**config.mk**
```make
export PLATFORM = sky130hd
export DESIGN_NAME = axilxbar_slvarb
export DESIGN_NICKNAME = d
export VERILOG_FILES = /design/src/rtl/axilxbar_slvarb.sv
export SDC_FILE = /design/constraint.sdc
export NUM_CORES = 1
export LEC_CHECK = 0
export CORE_MARGIN = 1
export CORE_UTILIZATION = 50
export CTS_BUF_LIST = sky130_fd_sc_hd__clkbuf_4 sky130_fd_sc_hd__clkbuf_8
export CTS_CLUSTER_DIAMETER = 80
export DETAILED_ROUTE_END_ITERATION = 16
export DONT_BUFFER_PORTS = 1
export MAX_ROUTING_LAYER = met4
export PLACE_DENSITY = 0.63
export SYNTH_ARGS = -nofsm -noshare
export SYNTH_HDL_FRONTEND = slang
export SYNTH_SLANG_ARGS = --single-unit
```
**constraint.sdc**
```tcl
create_clock -name i_clk -period 4 [get_ports i_clk]
set_input_delay 0 -clock i_clk [delete_from_list [all_inputs] [get_ports i_clk]]
set_output_delay 0 -clock i_clk [all_outputs]
set_load 0.02 [all_outputs]
```
**src/rtl/axilxbar_slvarb.sv**
```systemverilog
// Per-slave arbiter for the AXI-lite crossbar: grants one master at a time and
// holds it until its outstanding count drains. Optional macro: AXILXBAR_SLVARB_LINGER_EN.
module axilxbar_slvarb #(
    parameter int unsigned NM       = 4,
    parameter int unsigned LGMAXOUT = 5
`ifdef AXILXBAR_SLVARB_LINGER_EN
    ,
    parameter int unsigned LINGER   = 8
`endif
) (
    input  logic                                i_clk,
    input  logic                                i_reset,
    input  logic [NM-1:0]                       i_request,
    output logic [NM-1:0]                       o_mstall,
    output logic [NM-1:0]                       o_grant,
    output logic [((NM > 1) ? $clog2(NM) : 1)-1:0] o_sindex,
    output logic                                o_svalid,
    input  logic                                i_sstall,
    input  logic                                i_sreturn,
    output logic                                o_busy
);
    localparam int unsigned IW = (NM > 1) ? $clog2(NM) : 1;
    localparam logic [LGMAXOUT-1:0] CNT_MAX = '1;

    typedef enum logic [1:0] {S_IDLE, S_ACTIVE, S_DRAIN} state_t;

    state_t              state;
    logic [LGMAXOUT-1:0] count;
    logic [LGMAXOUT-1:0] count_nxt;
    logic [IW-1:0]       rr_ptr;
    logic [IW-1:0]       winner;
    logic                found;
    logic                full;
    logic                mreq;
    logic                others;
    logic                accept;
    logic                idle_hit;
    logic                release_ok;

    // Slave-side valid, master stalls, counter update and round-robin pick
    always_comb begin
        full      = (count == CNT_MAX);
        mreq      = i_request[o_sindex];
        others    = |(i_request & ~o_grant);
        o_svalid  = (state == S_ACTIVE) && mreq && !full;
        accept    = o_svalid && !i_sstall;
        o_mstall  = '1;
        if (state == S_ACTIVE)
            o_mstall[o_sindex] = !o_svalid || i_sstall;
        o_busy    = (state != S_IDLE) || (count != '0);

        count_nxt = count;
        if (accept && !i_sreturn)
            count_nxt = count + LGMAXOUT'(1);
        else if (i_sreturn && !accept && (count != '0))
            count_nxt = count - LGMAXOUT'(1);

        idle_hit = (count == '0) && !mreq && !accept && !others;

        winner = rr_ptr;
        found  = 1'b0;
        for (int unsigned k = 1; k <= NM; k++) begin
            if (!found && i_request[IW'((32'(rr_ptr) + k) % NM)]) begin
                found  = 1'b1;
                winner = IW'((32'(rr_ptr) + k) % NM);
            end
        end
    end

`ifdef AXILXBAR_SLVARB_LINGER_EN
    localparam int unsigned LW = $clog2(LINGER + 1);
    logic [LW-1:0] linger_cnt;

    assign release_ok = idle_hit && (linger_cnt == LW'(LINGER - 1));

    // Consecutive quiet cycles while the grant is held
    always_ff @(posedge i_clk) begin
        if (i_reset)
            linger_cnt <= '0;
        else if ((state == S_ACTIVE) && idle_hit && !release_ok)
            linger_cnt <= linger_cnt + LW'(1);
        else
            linger_cnt <= '0;
    end
`else
    assign release_ok = idle_hit;
`endif

    always_ff @(posedge i_clk) begin
        if (i_reset) begin
            state    <= S_IDLE;
            o_grant  <= '0;
            o_sindex <= '0;
            rr_ptr   <= IW'(NM - 1);
            count    <= '0;
        end else begin
            count <= count_nxt;
            case (state)
                S_IDLE: begin
                    if (|i_request) begin
                        state    <= S_ACTIVE;
                        o_grant  <= NM'(1) << winner;
                        o_sindex <= winner;
                    end
                end
                S_ACTIVE: begin
                    if (others) begin
                        state  <= S_DRAIN;
                        rr_ptr <= o_sindex;
                    end else if (release_ok) begin
                        state   <= S_IDLE;
                        o_grant <= '0;
                        rr_ptr  <= o_sindex;
                    end
                end
                S_DRAIN: begin
                    // Drained master keeps lowest priority via rr_ptr
                    if (count_nxt == '0) begin
                        state   <= S_IDLE;
                        o_grant <= '0;
                    end
                end
                default: begin
                    state   <= S_IDLE;
                    o_grant <= '0;
                end
            endcase
        end
    end

endmodule

```
==> flow_summary_export.csv <==
group,metric,value,unit
outcome,status,"completed",
detailed_routing,initialDrtViolationCount,33,
worst_setup_path,rr_worst_depth,9,
timing,rsz0062_at_grt,"no",
power_and_ir_drop,peakVddDrop,416.6,uV
cells_and_area,drive_above_1_share,14.29,%
detailed_routing,viasPerCell,6.346,
yosys,synth_edf_count,0,
worst_hold_path,min_path_type,"input pin to flip-flop",
detailed_routing,wl,2379,um
grt,grt_usage,22.11,%
worst_setup_path,cp-end-kind,"flip-flop",
yosys,synthFlopType,"dfxtp_1",
cts,clkTransAtPathRegs,90,ps
worst_hold_path,hold_start,"i_sreturn",
cts,clk_latency,280,ps
floorplan,pin_count,20,
floorplan,coreArea,2002,sq um
floorplan,fp.dieW,48.74,um
timing,min_period_over_period,67.54,%
cells_and_area,syn_to_final_growth,3.322,%
grt,grt_overflow,0,
power_and_ir_drop,p_per_area,691.4,nW/um^2
yosys,synth_area,1092,sq um
grt,grt_pass1_vias,855,
power_and_ir_drop,p_leak,0.4228,nW
cts,numCtsBuffers,3,
yosys,ys_ff_latch,15,
run,drv_cap,0,
yosys,synth_nets,137,
placement,place_congestion,0.9192,
yosys,synth_warnings,0,
worst_hold_path,min_path_cells,3,
power_and_ir_drop,finalPower,0.0007804,W
cells_and_area,final_nets,139,
worst_setup_path,regToRegStartpoint,"count[1]",
grt,grt_max_degree,14,
yosys,yosysUniqueCellTypes,49,
timing,finalSetupViolCount,0,
worst_setup_path,arrival,2890,ps
worst_setup_path,cp_max_fo,6,
worst_setup_path,start_kind,"flip-flop",
floorplan,num_rows,16,
placement,io_buffers,0,
detailed_routing,num_vias,971,
detailed_routing,routedWlPerCell,15.55,um
yosys,ys_seq_area_share,27.49,%
cts,clock-sinks,15,
grt,grt_pass1_wl,3960,um
worst_setup_path,crit_required,4190,ps
timing,slew_headroom,33.76,%
worst_setup_path,worst-setup-path-type,"flip-flop to flip-flop",
cts,h-tree-depth,1,
detailed_routing,ant_nets,0,
timing,worst-slew-pin-transition,979.8,ps
timing,max_freq,370.2,MHz
grt,antenna_found_initial,0,
floorplan,die_h,48.74,um
detailed_routing,first_pass_iters,4,
yosys,async_reset_ff_share,0,%
timing,hold_viol,0,
timing,fin_skew,2.885,ps
yosys,syn_avg_cell_area,8.738,sq um
timing,finalSetupTns,0,ps
detailed_routing,drc,0,
timing,drv_slew,0,
floorplan,die_area,2376,sq um
cells_and_area,n_antenna_cell,0,
cts,cts_tree,"done",
cts,root_buffer,"clkbuf_4",
placement,dpl.hpwl,1838,um
worst_setup_path,startpoint,"count[1]",
floorplan,start_util,54.56,%
cts,clockBufferDepth,2,
timing,finalCriticalPeriod,2701,ps
yosys,syn_inst,125,
==> worst max-delay path, cell delays in order, from the launching register on <==
cell	delay, ps
dfxtp_1	370
ha_1	220
and3_1	190
ha_1	210
nor4b_4	430
and3b_1	350
nor3b_1	100
a221oi_2	240
nand4_2	200
a32o_1	280
==> per-layer routing <==
layer	global-route usage [%]	vias to the layer above	wire (um)	part of all wire [%]
met5	-	-	0	0
li1	-	472	-	-
met2	31.94	36	1089	46
met3	6.289	2	156	6.6
met4	5.392	0	8	0.34
met1	30.23	461	1124	47
==> where the power goes <==
| part | internal, W | switching [W] |
|---|---|---|
| logic | 0.000174 | 0.000241 |
| registers | 0.000193 | 0.0000830 |
| clock network | 0.0000380 | 0.0000510 |
==> layout by cell type, fill, tap and decap left out, types with 3 or more instances in the layout <==
cell type,n
a32o_1,4
inv_1,7
o21ai_0,5
nand2b_1,8
ha_1,4
mux2i_1,3
nor2_1,14
dfxtp_1,15
nand3_1,4
nand2_1,7
nor3_1,3
clkbuf_4,3
nor3b_1,3
a21oi_1,5
==> layout make-up <==
class,count,area (sq um)
fillers,188,873.3
multi-input cells,98,718.2
flip-flops and latches,15,300.3
well taps,27,33.78
inverters,7,26.28
clock buffers,3,22.52
repair buffers,2,20.02
clock inverters,1,7.507
==> stage by stage <==
stage / utilization (%) / cells / setup slack [ps] / instance area (sq um) / hold WS, ps
final: 56.38 / 153 / 1299 / 1129 / 10.01
after CTS: 56.38 / 153 / 1293 / 1129 / 6.466
after floorplan: - / 125 / 1547 / 1092 / 179.5
after detailed placement: 53.87 / 147 / 1312 / 1079 / 76.82
after global routing: 56.38 / 153 / 1114 / 1129 / 19.38
after global placement: 53.87 / 147 / 1368 / 1079 / 74.55
==> synthesized netlist by cell type (2+ instances only) <==
| cell | n | share of area, % |
|---|---|---|
| nor2_1 | 14 | 4.8 |
| a21oi_1 | 5 | 2.3 |
| dfxtp_1 | 15 | 27 |
| nor4_1 | 2 | 1.1 |
| a21oi_2 | 2 | 1.6 |
| nand3b_1 | 2 | 1.4 |
| a211oi_1 | 2 | 1.4 |
| mux2i_1 | 3 | 2.7 |
| and3b_1 | 2 | 1.6 |
| nor3_1 | 3 | 1.4 |
| a32o_1 | 4 | 3.7 |
| nand2b_1 | 8 | 4.6 |
| o21ai_0 | 5 | 2.3 |
| buf_6 | 2 | 2.1 |
| ha_1 | 4 | 4.6 |
| nor4b_1 | 2 | 1.6 |
| nor3b_1 | 3 | 2.1 |
| inv_1 | 7 | 2.4 |
| nand3_1 | 4 | 1.8 |
| nand2_1 | 7 | 2.4 |
==> path summary, 6_finish.rpt <==
path	endpoint	slack, ps
hold / removal	count[0]	10
setup / recovery	o_grant[1]	1300
hold reg to reg	rr_ptr[0]	570
setup reg to reg	o_grant[1]	1300
==> cell families after synthesis <==
| family | synth area share [%] |
|---|---|
| AND/OR/NAND/NOR | 31.62 |
| AO/OA/AOI/OAI | 23.94 |
| flip-flops | 27.49 |
| buffers and inverters | 6.758 |
| multiplexers | 4.811 |
| adder cells (fa/ha/maj) | 4.582 |
| XOR/XNOR | 0.8020 |
==> state kept, by name, summed over array words and instances (netlist names) <==
register,cells
count,5
o_sindex,2
rr_ptr,2
state,2
o_grant,4
==> repair_timing <==
item                                   4_1_cts  5_1_grt
hold buffers                                 2        0
buffers inserted                             0        0
resized for setup                            0        0
endpoints found under the hold margin       13        0
Power figures use the tool's default switching activity.
